<file path="src/rtl/operand_loader_pkg.sv">
// Shared types and sizing helpers for the operand loader.
// Optional checksum stage is enabled by defining OPERAND_LOADER_CHECKSUM_EN.
package operand_loader_pkg;

  localparam int BYTE_W = 8;

  typedef enum logic [1:0] {
    IDLE = 2'd0,
    LOAD = 2'd1,
    CHK  = 2'd2,
    HOLD = 2'd3
  } state_t;

  function automatic int calc_bpo(input int data_w);
    return data_w / BYTE_W;
  endfunction

  // Counters always get at least one bit, even when they only ever hold 0.
  function automatic int cnt_w(input int n);
    return (n > 1) ? $clog2(n) : 1;
  endfunction

endpackage

</file>
<file path="src/rtl/operand_loader_byte_shift_reg.sv">
// Shadow register for one operand: clears, or shifts a byte in from the LSB end.
// Exposes its next value so the final byte can be committed on the same edge.
module byte_shift_reg
  import operand_loader_pkg::*;
#(
  parameter int DATA_W = 16
) (
  input  logic              CLK,
  input  logic              RST,
  input  logic              clr_in,
  input  logic              shift_in,
  input  logic [BYTE_W-1:0] byte_in,
  output logic [DATA_W-1:0] data_nxt_out
);

  logic [DATA_W-1:0] data_q;
  logic [DATA_W-1:0] data_d;
  logic [DATA_W-1:0] shifted;

  generate
    if (DATA_W == BYTE_W) begin : g_single
      assign shifted = byte_in;
    end else begin : g_multi
      assign shifted = {data_q[DATA_W-BYTE_W-1:0], byte_in};
    end
  endgenerate

  always_comb begin
    data_d = data_q;
    if (clr_in) begin
      data_d = '0;
    end else if (shift_in) begin
      data_d = shifted;
    end
  end

  always_ff @(posedge CLK) begin
    if (!RST) begin
      data_q <= '0;
    end else begin
      data_q <= data_d;
    end
  end

  assign data_nxt_out = data_d;

endmodule

</file>
<file path="src/rtl/operand_loader.sv">
// Assembles NUM_OPS operands from an MSB-first UART byte stream; valid/ack handoff.
// Define OPERAND_LOADER_CHECKSUM_EN to require a trailing XOR checksum byte.
module operand_loader
  import operand_loader_pkg::*;
#(
  parameter int DATA_W  = 16,
  parameter int NUM_OPS = 2
) (
  input  logic                      CLK,
  input  logic                      RST,
  input  logic                      start_in,
  input  logic                      rx_valid_in,
  input  logic [BYTE_W-1:0]         Rx_Byte_in,
  input  logic                      ops_ack_in,
  output logic                      rx_ready_out,
  output logic [NUM_OPS*DATA_W-1:0] ops_out,
  output logic                      ops_valid_out,
  output logic                      busy_out,
  output logic                      err_overrun_out,
  output logic                      err_abort_out,
  output logic                      err_chksum_out
);

  localparam int BPO   = calc_bpo(DATA_W);
  localparam int BC_W  = cnt_w(BPO);
  localparam int OP_W  = cnt_w(NUM_OPS);
  localparam int OPS_W = NUM_OPS * DATA_W;
  localparam logic [BC_W-1:0] BC_LAST = BC_W'(BPO - 1);
  localparam logic [OP_W-1:0] OP_LAST = OP_W'(NUM_OPS - 1);

  state_t            state_q, state_d;
  logic [BC_W-1:0]   byte_cnt_q, byte_cnt_d;
  logic [OP_W-1:0]   op_idx_q, op_idx_d;
  logic [OPS_W-1:0]  ops_q, ops_d;
  logic              err_overrun_q, err_overrun_d;
  logic              err_abort_q, err_abort_d;
  logic              err_chksum_q, err_chksum_d;
  logic              shadow_clr;
  logic              byte_take;
  logic [NUM_OPS-1:0] shift_en;
  logic [OPS_W-1:0]  shadow_nxt;

`ifdef OPERAND_LOADER_CHECKSUM_EN
  logic [BYTE_W-1:0] xor_q, xor_d;
`endif

  for (genvar k = 0; k < NUM_OPS; k++) begin : g_op
    assign shift_en[k] = byte_take && (op_idx_q == OP_W'(k));

    byte_shift_reg #(.DATA_W(DATA_W)) u_shreg (
      .CLK          (CLK),
      .RST          (RST),
      .clr_in       (shadow_clr),
      .shift_in     (shift_en[k]),
      .byte_in      (Rx_Byte_in),
      .data_nxt_out (shadow_nxt[k*DATA_W +: DATA_W])
    );
  end

  always_comb begin
    state_d       = state_q;
    byte_cnt_d    = byte_cnt_q;
    op_idx_d      = op_idx_q;
    ops_d         = ops_q;
    err_overrun_d = 1'b0;
    err_abort_d   = 1'b0;
    err_chksum_d  = 1'b0;
    shadow_clr    = 1'b0;
    byte_take     = 1'b0;
`ifdef OPERAND_LOADER_CHECKSUM_EN
    xor_d         = xor_q;
`endif

    case (state_q)
      IDLE: begin
        if (start_in) begin
          state_d    = LOAD;
          byte_cnt_d = '0;
          op_idx_d   = '0;
          shadow_clr = 1'b1;
`ifdef OPERAND_LOADER_CHECKSUM_EN
          xor_d      = '0;
`endif
        end
      end

      LOAD: begin
        if (start_in) begin
          // Restart wins over any byte arriving in the same cycle.
          err_abort_d = 1'b1;
          byte_cnt_d  = '0;
          op_idx_d    = '0;
          shadow_clr  = 1'b1;
`ifdef OPERAND_LOADER_CHECKSUM_EN
          xor_d       = '0;
`endif
        end else if (rx_valid_in) begin
          byte_take = 1'b1;
`ifdef OPERAND_LOADER_CHECKSUM_EN
          xor_d     = xor_q ^ Rx_Byte_in;
`endif
          if (byte_cnt_q == BC_LAST) begin
            byte_cnt_d = '0;
            if (op_idx_q == OP_LAST) begin
              op_idx_d = '0;
`ifdef OPERAND_LOADER_CHECKSUM_EN
              state_d  = CHK;
`else
              state_d  = HOLD;
              ops_d    = shadow_nxt;
`endif
            end else begin
              op_idx_d = op_idx_q + 1'b1;
            end
          end else begin
            byte_cnt_d = byte_cnt_q + 1'b1;
          end
        end
      end

      CHK: begin
`ifdef OPERAND_LOADER_CHECKSUM_EN
        if (start_in) begin
          state_d     = LOAD;
          err_abort_d = 1'b1;
          byte_cnt_d  = '0;
          op_idx_d    = '0;
          shadow_clr  = 1'b1;
          xor_d       = '0;
        end else if (rx_valid_in) begin
          if (Rx_Byte_in == xor_q) begin
            state_d = HOLD;
            ops_d   = shadow_nxt;
          end else begin
            state_d      = IDLE;
            err_chksum_d = 1'b1;
          end
        end
`else
        state_d = IDLE;
`endif
      end

      HOLD: begin
        err_overrun_d = rx_valid_in;
        if (ops_ack_in) begin
          if (start_in) begin
            state_d    = LOAD;
            byte_cnt_d = '0;
            op_idx_d   = '0;
            shadow_clr = 1'b1;
`ifdef OPERAND_LOADER_CHECKSUM_EN
            xor_d      = '0;
`endif
          end else begin
            state_d = IDLE;
          end
        end
      end

      default: state_d = IDLE;
    endcase
  end

  always_ff @(posedge CLK) begin
    if (!RST) begin
      state_q       <= IDLE;
      byte_cnt_q    <= '0;
      op_idx_q      <= '0;
      ops_q         <= '0;
      err_overrun_q <= 1'b0;
      err_abort_q   <= 1'b0;
      err_chksum_q  <= 1'b0;
    end else begin
      state_q       <= state_d;
      byte_cnt_q    <= byte_cnt_d;
      op_idx_q      <= op_idx_d;
      ops_q         <= ops_d;
      err_overrun_q <= err_overrun_d;
      err_abort_q   <= err_abort_d;
      err_chksum_q  <= err_chksum_d;
    end
  end

`ifdef OPERAND_LOADER_CHECKSUM_EN
  always_ff @(posedge CLK) begin
    if (!RST) begin
      xor_q <= '0;
    end else begin
      xor_q <= xor_d;
    end
  end
`endif

  assign ops_out         = ops_q;
  assign ops_valid_out   = (state_q == HOLD);
  assign busy_out        = (state_q != IDLE);
  assign rx_ready_out    = (state_q == LOAD) || (state_q == CHK);
  assign err_overrun_out = err_overrun_q;
  assign err_abort_out   = err_abort_q;
  assign err_chksum_out  = err_chksum_q;

endmodule

</file>
<file path="config.mk">
export PLATFORM = sky130hd
export DESIGN_NAME = operand_loader
export DESIGN_NICKNAME = d
export VERILOG_FILES = /design/src/rtl/operand_loader_pkg.sv /design/src/rtl/operand_loader_byte_shift_reg.sv /design/src/rtl/operand_loader.sv
export SDC_FILE = /design/constraint.sdc
export NUM_CORES = 1
export LEC_CHECK = 0
export CAP_MARGIN = 20
export CELL_PAD_IN_SITES_DETAIL_PLACEMENT = 1
export CELL_PAD_IN_SITES_GLOBAL_PLACEMENT = 1
export CORE_UTILIZATION = 45
export CTS_BUF_LIST = sky130_fd_sc_hd__clkbuf_8
export DETAILED_ROUTE_END_ITERATION = 10
export GPL_TIMING_DRIVEN = 0
export PLACE_DENSITY = 0.92
export SYNTH_ARGS = -nofsm -noshare
export SYNTH_HDL_FRONTEND = slang
export SYNTH_HIERARCHICAL = 1
export SYNTH_SLANG_ARGS = --single-unit
</file>
<file path="constraint.sdc">
create_clock -name CLK -period 2.85 [get_ports CLK]
set_input_delay 0.285 -clock CLK [delete_from_list [all_inputs] [get_ports CLK]]
set_output_delay 0.285 -clock CLK [all_outputs]
set_load 0.01 [all_outputs]
</file>
=== After elaboration in Yosys (flattened, before gate mapping) ===
Cells that the tools add are included.

* Latch bits: 0
* Input port bits: 13
* Memories kept: 0
* Flip-flop bits (word level): 70
* Bits in read-only memories: 0
* Word-level logic and storage cells: 67
* Memory bits (writable): 0
* Output and inout port bits: 38

* $mul: 0
* Magnitude comparators: 0
* Mux-type cells: 31
* Add/sub/neg operators: 2
* Shifts and indexed selects: 0
* Divide/modulo/power cells: 0
* Reductions and logical operators: 13
* Bitwise logic cells: 2
* Eq/ne operators: 11

{| class="wikitable"
|+ Operators by type and width
! operator !! count
|-
| 16-bit two-way mux || 4
|-
| 1-bit two-way mux || 17
|-
| 2-bit two-way mux || 6
|-
| 2-bit != test, second input constant || 6
|-
| 2-bit one-hot mux with 4 select lines || 1
|-
| 3-bit != test, second input constant || 2
|-
| 1-bit one-hot mux with 3 select lines || 2
|-
| 6-bit AND reduction || 1
|-
| 5-bit AND reduction || 1
|-
| 2-bit equality test, second input constant || 2
|-
| 2-bit AND reduction || 2
|-
| 4-bit AND reduction || 1
|-
| 3-bit AND reduction || 1
|-
| 3-bit nonzero test || 1
|-
| 1-bit adder, second input constant || 2
|-
| 2-bit by 1-bit equality test with 1-bit output, second input constant || 1
|-
| 1-bit logical AND || 2
|-
| 2-bit zero test || 1
|-
| 1-bit inverter || 2
|-
| 1-bit one-hot mux with 2 select lines || 1
|-
| 2-bit nonzero test || 1
|-
| 2-bit OR reduction || 1
|-
| 1-bit logical OR || 1
|}

=== Logic depth before layout (Yosys ltp) ===
Gate-level depths: netlist of run 1.

* Word-level depth: 6
* Mapped depth: 10
* Gate-level depth less buffers: 8

=== Modules after synthesis ===
Netlist of run 1, hierarchy kept.

{| class="wikitable"
|+ Modules (own cells, without submodules)
! module !! seq. area each (um^2) !! cells an instance !! area each (um^2) !! instances
|-
| operand_loader || 760.7 || 190 || 1665.3 || 1
|-
| byte_shift_reg || 320.3 || 71 || 683.2 || 2
|}

=== Worst setup path before layout of run 1 ===
OpenSTA, ideal clock, no wires.

* Kind: reg-to-reg
* Start point: register state_q[1]
* End point: register g_op[0].u_shreg.data_q[3]
* Data arrival time: 1.637 ns
* Cell stages (with the launch flop): 9
* Period minus slack after synthesis: 1.756 ns
* Required time: 2.731 ns
* Buffers on the path: 3
* Library setup time: 0.119 ns
* Slack: 1.094 ns
* Cells stage by stage: dfxtp_1 ha_1 nand2_1 a211oi_1 buf_6 nand2b_4 buf_6 buf_8 nor2_1

{| class="wikitable"
|+ RTL lines
! item !! RTL line !! text
|-
| start, declared || operand_loader.sv:31 || <nowiki>state_t state_q, state_d;</nowiki>
|-
| start signal, assigned || operand_loader.sv:175 || <nowiki>state_q <= state_d;</nowiki>
|-
| 2-bit equality test || n/a ||
|-
| named net ops_valid_out || operand_loader.sv:17 || <nowiki>output logic ops_valid_out,</nowiki>
|-
| 1-bit one-hot mux with 2 select lines || operand_loader.sv:74 || <nowiki>case (state_q)</nowiki>
|-
| named net shadow_clr || operand_loader.sv:38 || <nowiki>logic shadow_clr;</nowiki>
|-
| 16-bit two-way mux || operand_loader_byte_shift_reg.sv:30 || <nowiki>if (clr_in) begin</nowiki>
|-
| end signal, assigned || operand_loader_byte_shift_reg.sv:41 || <nowiki>data_q <= data_d;</nowiki>
|-
| end, declared || operand_loader_byte_shift_reg.sv:16 || <nowiki>logic [DATA_W-1:0] data_q;</nowiki>
|}

The timed path passes the listed nets, and every way through them passes these cells.
A chain may end at the register's enable or synchronous reset.

=== Worst setup path after layout of run 1 ===
* Start point: register state_q[1]
* End point: output rx_ready_out

* Cells in the longest elaborated chain, start to end: 2

{| class="wikitable"
|+ RTL lines
! item !! RTL line !! text
|-
| 2-bit by 1-bit equality test with 1-bit output or 2-bit equality test (tied branches) || operand_loader.sv:198 || <nowiki>assign rx_ready_out = (state_q == LOAD) || (state_q == CHK);</nowiki>
|-
| 1-bit logical OR (*) || operand_loader.sv:198 ||
|-
| end, declared || operand_loader.sv:15 || <nowiki>output logic rx_ready_out,</nowiki>
|}

Every way passes the cells marked *; elsewhere a longest branch is shown, timed or not.

==> flow_metrics.py, run 1 <==
metrics = {
    "min_path": {
        "min_path_type": "reg2reg",
        "min_to": "ops_out[10]",
        "hp-start": "ops_out[10]",
        "hold_depth": 2,
    },
    "drt": {
        "antenna_left": 0,
        "drc": 8,
        "drt_wl_total_mm": 7.71,
        "dr.pass1.iters": 7,
        "post_drt_wl_per_cell_um": 16.3,
        "drtIter0Drc": 93,
        "via_per_inst": 5.08,
        "vias": 2410,
    },
    "cts": {
        "clk_latency_ps": 340,
        "clk_pin_slew_ps": 70,
        "cts-root-buf": "clkbuf_8",
        "tritoncts": "yes",
        "hold_buffers": 0,
        "clk_path_buf_depth": 2,
        "ctsHtreeMaxLevel": 3,
        "cts_resized": 0,
        "cts_sinks": 70,
        "post_cts_buffers": 0,
        "numCtsBuffers": 9,
    },
    "worst_setup_path": {
        "slowest_stage": "clkdlybuf4s50_1",
        "crit_type": "reg2out",
        "crit_arrival_ps": 1840,
        "cp_num_buf_inv": 2,
        "crit_path_max_incr_delay_ps": 530,
        "r2r-end": "ops_out[28]",
        "ff2ff_setup_slack_ps": 720,
        "start_kind": "flip-flop",
        "worstReg2RegStart": "state_q[1]",
        "cp-end-kind": "primary output",
        "crit_chain": "inv_1 -> ha_1 -> clkdlybuf4s50_1",
        "crit_required_ps": 2570,
        "r2r_cells": 9,
        "cp_max_fo": 8,
        "critPathTopFamily": "buffers and inverters",
    },
    "sta": {
        "maxSlewViolCount": 0,
        "fmax_mhz": 470,
        "skew_ps": 9.56,
        "fin_crit_sh_pct": 74.6,
        "rsz0062_at_grt": "false",
        "finalSetupViolCount": 0,
        "finalCriticalPeriod_ps": 2130,
        "maxSlewHeadroom_pct": 61.3,
        "hold_ws_ps": 455,
        "fin_tns_setup_ps": 0,
        "finalHoldViolCount": 0,
        "tightest_slew_ps": 581,
    },
    "final_layout": {
        "fin_nets": 412,
        "area_delta_synth_final_pct": 25.5,
        "drive_gt1_share_pct": 10.8,
        "diodes": 0,
        "fillers": 745,
    },
    "power_and_ir_drop": {
        "powerDensity_nw_per_um2": 614,
        "peakVddDrop_v": 0.000343,
        "p_leak_nw": 1.37,
    },
    "floorplanning": {
        "die_x_um": 84.1,
        "die_area_um2": 7070,
        "core_area_um2": 6420,
        "num_rows": 29,
        "die_y_um": 84.1,
        "start_util_pct": 47.2,
        "ioPinCount": 51,
    },
    "synthesis": {
        "yosys-top-cells-area": "dfxtp_1 46%, mux2i_1 11%, nand2_1 8.4%",
        "synth_area_um2": 3030,
        "ys_seq_elements": 70,
        "synth_warnings": 6,
        "synth_top_area_cell": "dfxtp_1",
        "netlist_instances": 332,
        "yosysSeqAreaShare_pct": 46.2,
        "synth.distinct_cells": 34,
        "synth_nets": 352,
        "syn_area_per_cell_um2": 9.13,
        "synth_top_area_share_pct": 46.2,
    },
    "place": {
        "gp_congestion": 0.794,
        "dp_hpwl_mm": 5.52,
        "io_buffers": 49,
    },
    "global_route": {
        "overflow": 0,
        "grt_pass1_wl_mm": 12.9,
        "grt_max_degree": 12,
        "grt_pass1_vias": 2610,
        "grt_use_total_pct": 23.6,
        "antenna_found_initial": 0,
    },
    "status": {
        "status": "finished, violations left",
        "violations": "DRC",
    },
    "flow_run": {
        "drv_cap": 0,
    },
}
[kinds of logic (layout without fill, tap and decap cells)]
group / count (synthesis) / in the layout / synth area share, %
compound gates: 41 / 41 / 10.7
mux: 33 / 33 / 10.9
other cells: 1 / 1 / 0.124
flops: 70 / 70 / 46.2
simple gates: 152 / 152 / 21.4
fa+ha+maj: 7 / 7 / 2.89
buf+inv: 28 / 93 / 7.76
[power by group]
part	switching, mW	leakage [nW]	internal (mW)
clock network	0.363	0.0996	0.382
logic	0.292	0.707	0.264
registers	0.0358	0.564	1.00
total	0.691	1.37	1.65
[worst register-to-register path: stages (launching register included)]
cell	delay, ps
dfxtp_1	410
inv_1	180
ha_1	320
and3_1	250
buf_6	170
buf_8	170
mux2i_1	330
nor2_1	70
nand2_1	60
a21boi_0	70
[worst max path at each step]
| stage | start | endpoint | slack, ps | depth (start not counted) |
|---|---|---|---|---|
| after floorplan | state_q[1] | g_op[0].u_shreg/data_q[3] | 1090 | 8 |
| after global placement | start_in | ops_out[28] | 670 | 9 |
| after detailed placement | start_in | ops_out[28] | 590 | 9 |
| after CTS | state_q[1] | rx_ready_out | 730 | 3 |
| after global routing | state_q[1] | ops_out[5] | 600 | 10 |
| final | state_q[1] | rx_ready_out | 720 | 3 |
[registers in the layout (all words and copies together) (netlist names)]
name                 count
err_overrun_out          1
g_op.u_shreg/data_q     32
err_abort_out            1
state_q                  2
op_idx_q                 1
byte_cnt_q               1
ops_out                 32
[cell type report]
| cell class | count | area [um^2] | share of cell area (%) |
|---|---|---|---|
| clock buffer | 12 | 165 | 4.34 |
| tap | 77 | 96.3 | 2.53 |
| sequential | 70 | 1400 | 36.8 |
| buffer | 24 | 220 | 5.79 |
| inverter | 4 | 15.0 | 0.395 |
| clock inverter | 4 | 21.3 | 0.559 |
| multi-input combinational | 234 | 1400 | 36.7 |
| timing repair buffer | 49 | 490 | 12.9 |
[Yosys cell counts]
master	n
a2111oi_0	1
a2111oi_4	1
a211oi_1	1
a21boi_0	14
a21boi_1	19
a21oi_1	2
a31o_1	1
a31o_2	1
and2b_1	1
and2b_2	1
and3_1	2
and3_2	1
and4_1	1
buf_1	1
buf_2	5
buf_4	1
buf_6	10
buf_8	4
clkbuf_1	3
conb_1	1
dfxtp_1	70
ha_1	7
inv_1	4
mux2i_1	33
nand2_1	68
nand2b_4	3
nand4_1	2
nor2_1	66
nor2b_1	2
nor2b_2	1
nor3_1	1
nor3b_1	2
nor4_1	1
o21ai_0	1
[metrics by stage]
step	cells	cell area (um^2)	setup WS (ps)	total power, mW	util [%]
floorplan	332	3030	1090	1.44	-
global placement	458	3620	666	1.58	56.3
detailed placement	458	3620	594	1.61	56.3
CTS	474	3800	727	2.35	59.2
global route	474	3800	602	2.45	59.2
finish	474	3800	723	2.34	59.2
[cells in the final DEF, fill, tap and decap left out, drive strengths merged, types with 2 or more instances in the layout]
cell type       n
a2111oi         2
a21boi         33
a21oi           2
a31o            2
and2b           2
and3            3
buf            21
clkbuf         15
clkdlybuf4s50  49
clkinv          2
dfxtp          70
ha              7
inv             5
mux2i          33
nand2          68
nand2b          3
nand4           2
nor2           66
nor2b           3
nor3b           2
[routing by layer]
layer | global-route usage [%] | part of all wire, %
met4 | 8.62 | 1.6
met3 | 3.76 | 2.9
met5 | 0 | 0
met1 | 27.7 | 44
met2 | 43.0 | 52
Note: power is estimated with default switching activity, not from simulation.
==> run 2, diff against run 1 <==
Settings changed: CORE_UTILIZATION 45 to 41, PLACE_DENSITY 0.92 to 0.85.
Clock period 2.85 ns to 2.14 ns, I/O delays scaled along.
==> run 2 against run 1 <==
The run now ends clean. Via count decreased by 0.87%. Largest cell class is now multi-input combinational cells. Clock skew about the same. Non-clock buffer count did not move. Utilization fell by 4.2 points. Global-route usage down 2.8 points. Clock power increased by 34%. First-iteration DRC count down 23%. Largest power group unchanged. Critical path type unchanged. Worst setup slack lost 520 ps. Die area is 9.5% higher.
==> flow_metrics.py, run 2 (synthesis results as in run 1) <==
metrics = {
    "drt": {
        "drtIter0Drc": 72,
        "antenna_left": 0,
        "vias": 2389,
        "post_drt_wl_per_cell_um": 15.0,
        "drc": 0,
        "via_per_inst": 4.85,
        "dr.pass1.iters": 4,
        "drt_wl_total_mm": 7.38,
    },
    "final_layout": {
        "diodes": 0,
        "drive_gt1_share_pct": 12.1,
        "final_common_cell": "dfxtp_1",
        "final_cell_mix": "69 x dfxtp_1, 68 x nand2_1, 66 x nor2_1",
        "utilization_pct": 55.0,
        "fin_nets": 412,
        "area_delta_synth_final_pct": 26.7,
    },
    "global_route": {
        "met1_usage_pct": 24.2,
        "grtUsageMet3_pct": 3.39,
        "grt_pass1_wl_mm": 12.2,
        "grt_max_degree": 13,
        "grt_use_met2_pct": 37.2,
        "grt_pass1_vias": 2549,
        "overflow": 0,
        "grt_use_total_pct": 20.8,
        "antenna_found_initial": 0,
        "busiest_layer": "met2",
    },
    "cts": {
        "tritoncts": "yes",
        "ctsHtreeMaxLevel": 3,
        "clk_path_buf_depth": 2,
        "numCtsBuffers": 9,
        "clk_pin_slew_ps": 80,
        "clk_latency_ps": 350,
        "cts_sinks": 70,
        "hold_buffers": 0,
        "cts-root-buf": "clkbuf_8",
    },
    "min_path": {
        "min_path_type": "reg2reg",
        "hold_depth": 2,
        "hp-start": "ops_out[11]",
        "min_to": "ops_out[11]",
    },
    "worst_setup_path": {
        "critPathTopFamily": "buffers and inverters",
        "cp_num_buf_inv": 2,
        "start_kind": "flip-flop",
        "slowest_stage": "clkdlybuf4s50_1",
        "crit_required_ps": 1930,
        "r2r-end": "ops_out[5]",
        "crit_arrival_ps": 1720,
        "cp_max_fo": 6,
        "ff2ff_setup_slack_ps": 210,
        "cp-end-kind": "primary output",
        "crit_chain": "inv_1 -> ha_1 -> clkdlybuf4s50_1",
        "crit_type": "reg2out",
        "worstReg2RegStart": "state_q[1]",
        "r2r_cells": 10,
        "crit_path_max_incr_delay_ps": 530,
    },
    "power_and_ir_drop": {
        "peakVddDrop_v": 0.000460,
        "p_leak_nw": 1.36,
        "power.total_mw": 3.13,
        "powerDensity_nw_per_um2": 816,
    },
    "sta": {
        "fmax_mhz": 517,
        "hold_ws_ps": 453,
        "skew_ps": 9.80,
        "rsz0062_at_grt": "false",
        "finalCriticalPeriod_ps": 1930,
        "fin_tns_setup_ps": 0,
        "fin_crit_sh_pct": 90.4,
        "finalSetupViolCount": 0,
        "finalHoldViolCount": 0,
        "maxSlewViolCount": 0,
    },
    "floorplanning": {
        "ioPinCount": 51,
        "die_area_um2": 7740,
        "core_area_um2": 6980,
        "die_y_um": 88.0,
        "num_rows": 30,
        "die_x_um": 88.0,
        "start_util_pct": 43.4,
    },
    "place": {
        "io_buffers": 49,
        "gp_congestion": 0.795,
        "dp_hpwl_mm": 5.31,
    },
    "flow_run": {
        "drv_cap": 0,
    },
    "status": {
        "status": "completed",
    },
}
==> run 2: cell count changes in the layout (fill, tap and decap cells not counted) <==
| cell | previous run | this run |
|---|---|---|
| mux2i_1 | 33 | 32 |
| a211oi_1 | 1 | 0 |
| dfxtp_2 | 0 | 1 |
| ha_1 | 7 | 6 |
| inv_1 | 5 | 4 |
| clkinvlp_4 | 1 | 2 |
| a211oi_2 | 0 | 1 |
| dfxtp_1 | 70 | 69 |
| ha_2 | 0 | 1 |
| clkinv_4 | 0 | 1 |
| clkbuf_8 | 12 | 11 |
| mux2i_2 | 0 | 1 |
==> run 2: area by class of cell <==
cell class	instances	area [um^2]
well taps	96	120
multi-input cells	234	1410
repair buffers	49	490
plain buffers	24	220
flip-flops and latches	70	1400
clock inverters	5	33.8
fillers	842	3140
clock buffers	11	151
inverters	4	15.0
==> run 2: where the power goes <==
part / internal [mW] / switching (mW) / leakage (nW)
sequential: 1.33 / 0.0468 / 0.565
clock: 0.482 / 0.515 / 0.0913
combinational: 0.359 / 0.394 / 0.708
==> run 2: what timing repair did <==
item,CTS,global route
hold endpoints to repair,0,0
buffers inserted,0,0
resized for setup,0,4
setup endpoints to repair,0,19
==> run 2: worst min-delay path: cells and delay by family, from the launching register on <==
kind / cells / cell delay [ps]
AOI/OAI and AO/OA: 1 / 50
DFF: 1 / 310
and+or+nand+nor: 1 / 50
==> run 2: worst max path at each step <==
| stage | from | to | cells past startpoint |
|---|---|---|---|
| after floorplan | state_q[1] | g_op[0].u_shreg/data_q[3] | 8 |
| after global placement | start_in | ops_out[7] | 10 |
| after detailed placement | start_in | ops_out[25] | 9 |
| after CTS | state_q[1] | rx_ready_out | 3 |
| after global routing | state_q[1] | ops_out[7] | 10 |
| final | state_q[0] | rx_ready_out | 3 |
==> run 2: per-layer routing <==
metal | up-vias | routed length [um]
met1 | 1135 | 3400
met4 | 0 | 172
met5 | - | 0
met3 | 13 | 236
met2 | 44 | 3570
li1 | 1197 | -
==> run 2: through the flow <==
step	area, um^2	setup WS, ps	cells
2_1_floorplan	3030	384	332
3_3_place_gp	3640	28.9	477
3_5_place_dp	3640	-27.8	477
4_1_cts	3830	82.1	493
5_1_grt	3840	84.6	493
6_report	3840	206	493
